### src/rtl/mem_port_arbiter.sv
// Two-port memory arbiter: fetch (IF) and load/store (LSU) share one DRAM port,
// one transaction outstanding at a time, with anti-starvation and response timeout.
module mem_port_arbiter #(
    parameter int STARVE_LIMIT = 3,
    parameter int TIMEOUT      = 64
) (
    input  logic        clock,
    input  logic        reset,
    input  logic        if_req_i,
    input  logic [31:0] if_addr_i,
    output logic        if_gnt_o,
    output logic        if_rvalid_o,
    output logic [31:0] if_rdata_o,
    input  logic        lsu_req_i,
    input  logic        lsu_we_i,
    input  logic [3:0]  lsu_be_i,
    input  logic [31:0] lsu_addr_i,
    input  logic [31:0] lsu_wdata_i,
    output logic        lsu_gnt_o,
    output logic        lsu_rvalid_o,
    output logic [31:0] lsu_rdata_o,
    output logic        mem_req_o,
    output logic        mem_we_o,
    output logic [3:0]  mem_be_o,
    output logic [31:0] mem_addr_o,
    output logic [31:0] mem_wdata_o,
    input  logic        mem_gnt_i,
    input  logic        mem_rvalid_i,
    input  logic [31:0] mem_rdata_i,
    output logic        owner_o,
    output logic        busy_o,
    output logic        err_o
);

    localparam int STREAK_W = (STARVE_LIMIT > 0) ? $clog2(STARVE_LIMIT + 1) : 1;
    localparam int TIMER_W  = (TIMEOUT > 1) ? $clog2(TIMEOUT + 1) : 1;
    localparam logic [STREAK_W-1:0] STREAK_MAX = STREAK_W'(STARVE_LIMIT);
    localparam logic [TIMER_W-1:0]  TIMER_LAST = TIMER_W'(TIMEOUT - 1);

    typedef enum logic [1:0] {IDLE, REQ, RESP} state_t;

    state_t              state;
    logic [STREAK_W-1:0] streak;
    logic [TIMER_W-1:0]  timer;
    logic                we_q;
    logic [3:0]          be_q;
    logic [31:0]         addr_q;
    logic [31:0]         wdata_q;
    logic                lsu_wins;
    logic                granted;
    logic [31:0]         resp_data;

    // LSU takes ties until it has won STARVE_LIMIT times in a row over a waiting IF.
    always_comb begin
        lsu_wins  = lsu_req_i && (!if_req_i || (streak != STREAK_MAX));
        resp_data = we_q ? 32'h0 : mem_rdata_i;
    end

    // Grant is combinational with mem_gnt_i; suppressed while reset is asserted.
    assign granted     = (state == REQ) && mem_gnt_i && reset;
    assign if_gnt_o    = granted && !owner_o;
    assign lsu_gnt_o   = granted && owner_o;
    assign mem_req_o   = (state == REQ);
    assign mem_we_o    = mem_req_o && we_q;
    assign mem_be_o    = mem_req_o ? be_q : 4'h0;
    assign mem_addr_o  = mem_req_o ? addr_q : 32'h0;
    assign mem_wdata_o = mem_req_o ? wdata_q : 32'h0;
    assign busy_o      = (state != IDLE);

    always_ff @(posedge clock) begin
        if (!reset) begin
            state        <= IDLE;
            streak       <= '0;
            timer        <= '0;
            we_q         <= 1'b0;
            be_q         <= 4'h0;
            addr_q       <= 32'h0;
            wdata_q      <= 32'h0;
            owner_o      <= 1'b0;
            err_o        <= 1'b0;
            if_rvalid_o  <= 1'b0;
            if_rdata_o   <= 32'h0;
            lsu_rvalid_o <= 1'b0;
            lsu_rdata_o  <= 32'h0;
        end else begin
            if_rvalid_o  <= 1'b0;
            lsu_rvalid_o <= 1'b0;
            case (state)
                IDLE: begin
                    if (if_req_i || lsu_req_i) begin
                        owner_o <= lsu_wins;
                        we_q    <= lsu_wins ? lsu_we_i : 1'b0;
                        be_q    <= lsu_wins ? lsu_be_i : 4'hF;
                        addr_q  <= lsu_wins ? lsu_addr_i : if_addr_i;
                        wdata_q <= lsu_wins ? lsu_wdata_i : 32'h0;
                        if (lsu_wins && if_req_i)
                            streak <= streak + 1'b1;
                        else
                            streak <= '0;
                        state <= REQ;
                    end
                end
                REQ: begin
                    if (mem_gnt_i) begin
                        timer <= '0;
                        state <= RESP;
                    end
                end
                RESP: begin
                    if (mem_rvalid_i || (timer == TIMER_LAST)) begin
                        if (owner_o) begin
                            lsu_rvalid_o <= 1'b1;
                            lsu_rdata_o  <= mem_rvalid_i ? resp_data : 32'hDEADBEEF;
                        end else begin
                            if_rvalid_o <= 1'b1;
                            if_rdata_o  <= mem_rvalid_i ? resp_data : 32'hDEADBEEF;
                        end
                        if (!mem_rvalid_i)
                            err_o <= 1'b1;
                        state <= IDLE;
                    end else begin
                        timer <= timer + 1'b1;
                    end
                end
                default: state <= IDLE;
            endcase
        end
    end

endmodule

### config.mk
export PLATFORM = sky130hd
export DESIGN_NAME = mem_port_arbiter
export DESIGN_NICKNAME = d
export VERILOG_FILES = /design/src/rtl/mem_port_arbiter.sv
export SDC_FILE = /design/constraint.sdc
export NUM_CORES = 1
export LEC_CHECK = 0
export ABC_AREA = 1
export CAP_MARGIN = 20
export CELL_PAD_IN_SITES_DETAIL_PLACEMENT = 2
export CELL_PAD_IN_SITES_GLOBAL_PLACEMENT = 2
export CORE_ASPECT_RATIO = 1.1
export CORE_MARGIN = 3
export CORE_UTILIZATION = 22
export CTS_BUF_LIST = sky130_fd_sc_hd__clkbuf_4
export DETAILED_ROUTE_END_ITERATION = 8
export PLACE_DENSITY_LB_ADDON = 0.1
export SLEW_MARGIN = 20
export SYNTH_ARGS = -nofsm -noshare
export SYNTH_HDL_FRONTEND = slang
export SYNTH_SLANG_ARGS = --single-unit
### constraint.sdc
create_clock -name clock -period 1.7 [get_ports clock]
set_input_delay 0.34 -clock clock [delete_from_list [all_inputs] [get_ports clock]]
set_output_delay 0.34 -clock clock [all_outputs]
set_load 0.05 [all_outputs]
==> results.yml <==
route:
  routed_wl_microns: 30000
  drt_iter0_markers: 279
  drc: 0
  firstDrtPassIters: 4
  via_per_inst: 4.35
  num_vias: 7907
  antenna_left: 0
  wl_per_cell_microns: 16.5
worst_hold_path:
  worstHoldStart: "reset"
  holdPathEnd: "timer[0]$_SDFFE_PN0P_"
  hold_class: "in2reg"
  hold_depth: 4
logic_synthesis:
  synth_commonest_cells: "nand2_1, inv_1, nor2_1"
  ys_seq_area_share_pct: 42.4
  ys_types: 27
  synth_flop_cell: "dfxtp_1"
  synth_nets: 1234
  synth_top_cell_area_share_pct: 42.4
  synthArstFlopShare_pct: 0
  synth_most_common_cell: "nand2_1"
  avgSynthCellArea_sq_um: 6.40
  yosys_warnings: 0
  synth_top_area_cell: "dfxtp_1"
  synth.area.top_cells: "dfxtp_1, nand2_1, inv_1, nor2_1, a21oi_1"
  synth_edf_count: 0
  synth-seq-cells: 148
  netlist_area_sq_um: 6990
  syn_inst: 1093
clock_tree:
  htreeDepth: 4
  cts_buffers: 17
  cts_tree: "done"
  clkLatencyLatePin_ns: 0.56
  cts_max_path_buffers: 2
  ctsRootBufferMaster: "clkbuf_4"
  path_clk_slew_ns: 0.13
  clock_sinks: 148
  cts_hold_buf: 0
outcome:
  failed_checks: "setup timing"
  status: "finished, violations left"
pwr:
  ir_drop_v: 0.000289
  internal_power_mw: 5.86
  p_total_mw: 8.73
  pwr-share-clk_pct: 29.4
  power_leakage_nw: 5.12
  p_switching_mw: 2.87
  p_comb_share_pct: 27.5
  seq_power_share_pct: 43.1
  swShare_pct: 32.8
  cellPowerDensity_nw_per_um2: 746
timing:
  tightest_slew_ns: 0.464
  slew_viol_final: 0
  finalSetupTns_ns: -22.59
  min_period_ns: 2.05
  fin_crit_sh_pct: 121
  setup_ws_ns: -0.350
  clock.fmax_ghz: 0.488
  clock_skew_ns: 0.0267
  rsz0062_at_grt: "yes"
  relSlewSlack_pct: 69.0
  setup_viol: 73
  finalHoldViolCount: 0
grt:
  grt_usage_pct: 16.7
  grt_pass1_vias: 8467
  grt_pass1_wl_microns: 45100
  grt_max_degree: 84
  antenna_found_initial: 4
  gr-total-overflow: 0
place:
  hpwl_microns: 20700
  place_area_sq_um: 10600
  gp_congestion: 0.757
  place_ws_ns: -0.176
  portBuffers: 279
floorplanning:
  start_util_pct: 22.6
  rows: 67
  die_h_microns: 193
  die_width_microns: 176
  ios: 280
  dieArea_sq_um: 34000
  coreArea_sq_um: 30900
critical_path:
  reg2reg_slack_ns: 0.09
  worstPathCellList: "inv_2 > nor2_4 > inv_4 > buf_12 > nor2_2 > buf_6"
  startpoint_type: "register"
  required_ns: 1.36
  crit_fanout: 17
  worst_r2r_path_depth: 9
  worstPathArrival_ns: 1.71
  cp-startpoint: "state[0]$_SDFFE_PN0P_"
  slowest_stage: "dfxtp_2"
  r2r-start: "timer[1]$_SDFFE_PN0P_"
  slowest_delay_ns: 0.36
  endpoint_kind: "output pin"
  criticalPathCategory: "reg2out"
  r2r_end: "if_rdata_o[8]$_SDFFE_PN0P_"
finish:
  drive_above_1_share_pct: 23.7
  area_growth_pct: 67.2
  final_area_sq_um: 11700
  fin_util_pct: 37.8
  nets: 1531
flow_run:
  maxCapViolCount: 0
## metrics by stage
step | instances | hold slack [ns]
3_5_place_dp | 1763 | 0.459
3_3_place_gp | 1763 | 0.450
6_report | 1817 | 0.265
4_1_cts | 1797 | 0.183
2_1_floorplan | 1093 | 0.444
5_1_grt | 1817 | 0.233
## power groups by stage
| stage | Combinational, mW | Clock, mW | Sequential (mW) |
|---|---|---|---|
| 5_1_grt | 2.61 | 2.84 | 3.79 |
| 6_report | 2.40 | 2.57 | 3.76 |
| 3_3_place_gp | 2.12 | 0 | 3.83 |
| 4_1_cts | 2.29 | 2.71 | 3.76 |
| 2_1_floorplan | 1.04 | 0 | 3.91 |
| 3_5_place_dp | 2.15 | 0 | 3.84 |
## critical path: cells and delay by family (launching register included)
| kind | cells | cell delay [ns] |
|---|---|---|
| flops | 1 | 0.36 |
| buf+inv | 4 | 0.51 |
| simple gates | 2 | 0.25 |
## sequential cells by signal, indices dropped and copies added (netlist names)
register,count
addr_q,32
if_rdata_o,32
lsu_rdata_o,32
wdata_q,32
timer,7
be_q,4
state,2
streak,2
err_o,1
if_rvalid_o,1
lsu_rvalid_o,1
owner_o,1
we_q,1
## area by class of cell
class,instances,area [sq um]
Clock buffer,20,150
Clock inverter,11,160
Multi-Input combinational cell,667,3330
Antenna cell,1,2.50
Inverter,209,792
Tap cell,414,518
Fill cell,3567,19200
Sequential cell,148,2970
Timing Repair Buffer,347,3760
## routing by layer
metal	share of wire [%]	global-route usage, %	vias up	wire (microns)
li1	-	-	3915	-
met1	42	19.6	3783	12600
met2	50	29.4	181	14900
met3	7.3	6.33	22	2200
met4	0.84	3.29	6	251
met5	0.13	0	-	40
## logic make-up (layout without fill, tap and decap cells)
kind of cell | Yosys count | after routing | share of synthesized area [%]
AO/OA/AOI/OAI | 142 | 142 | 10.8
XOR/XNOR | 1 | 1 | 0.125
adder cells (fa/ha/maj) | 2 | 2 | 0.358
buffers and inverters | 278 | 587 | 15.7
flip-flops | 148 | 148 | 42.4
other | 0 | 1 | 0
AND/OR/NAND/NOR | 522 | 522 | 30.6
## cells in the final DEF, fill, tap and decap left out, types with 2 or more instances in the layout
master,instances
a21oi_1,68
a31oi_1,33
buf_12,39
buf_4,108
buf_6,49
buf_8,10
bufinv_16,4
clkbuf_16,4
clkbuf_4,20
clkdlybuf4s50_1,137
clkinv_1,6
clkinv_2,2
clkinvlp_4,3
dfxtp_1,142
dfxtp_2,5
inv_1,201
inv_2,2
nand2_1,291
nand2_2,2
nand2_4,2
nand2_8,2
nand3_1,3
nand3_4,2
nand4_1,51
nor2_1,95
nor2_2,43
nor2_4,28
nor3_4,2
o21ai_0,39
## repair_timing
action	4_1_cts	5_1_grt
setup buffers	3	14
pin swaps	2	4
endpoints found under the setup margin	82	159
cloned	0	6
hold endpoints to repair	0	0
gates resized for setup	108	61
## how the worst max path moves through the flow
stage                                              end  slack, ns  depth (start not counted)
after global placement    lsu_rdata_o[17]$_SDFFE_PN0P_      -0.12                          9
after detailed placement    if_rdata_o[8]$_SDFFE_PN0P_      -0.18                          8
after CTS                              mem_wdata_o[27]      -0.43                          6
final                                    mem_addr_o[3]      -0.35                          6
after floorplan                         mem_addr_o[10]      -0.29                          5
after global routing                     mem_addr_o[2]      -0.48                          6
No activity file was read; power rests on OpenSTA's default activity.
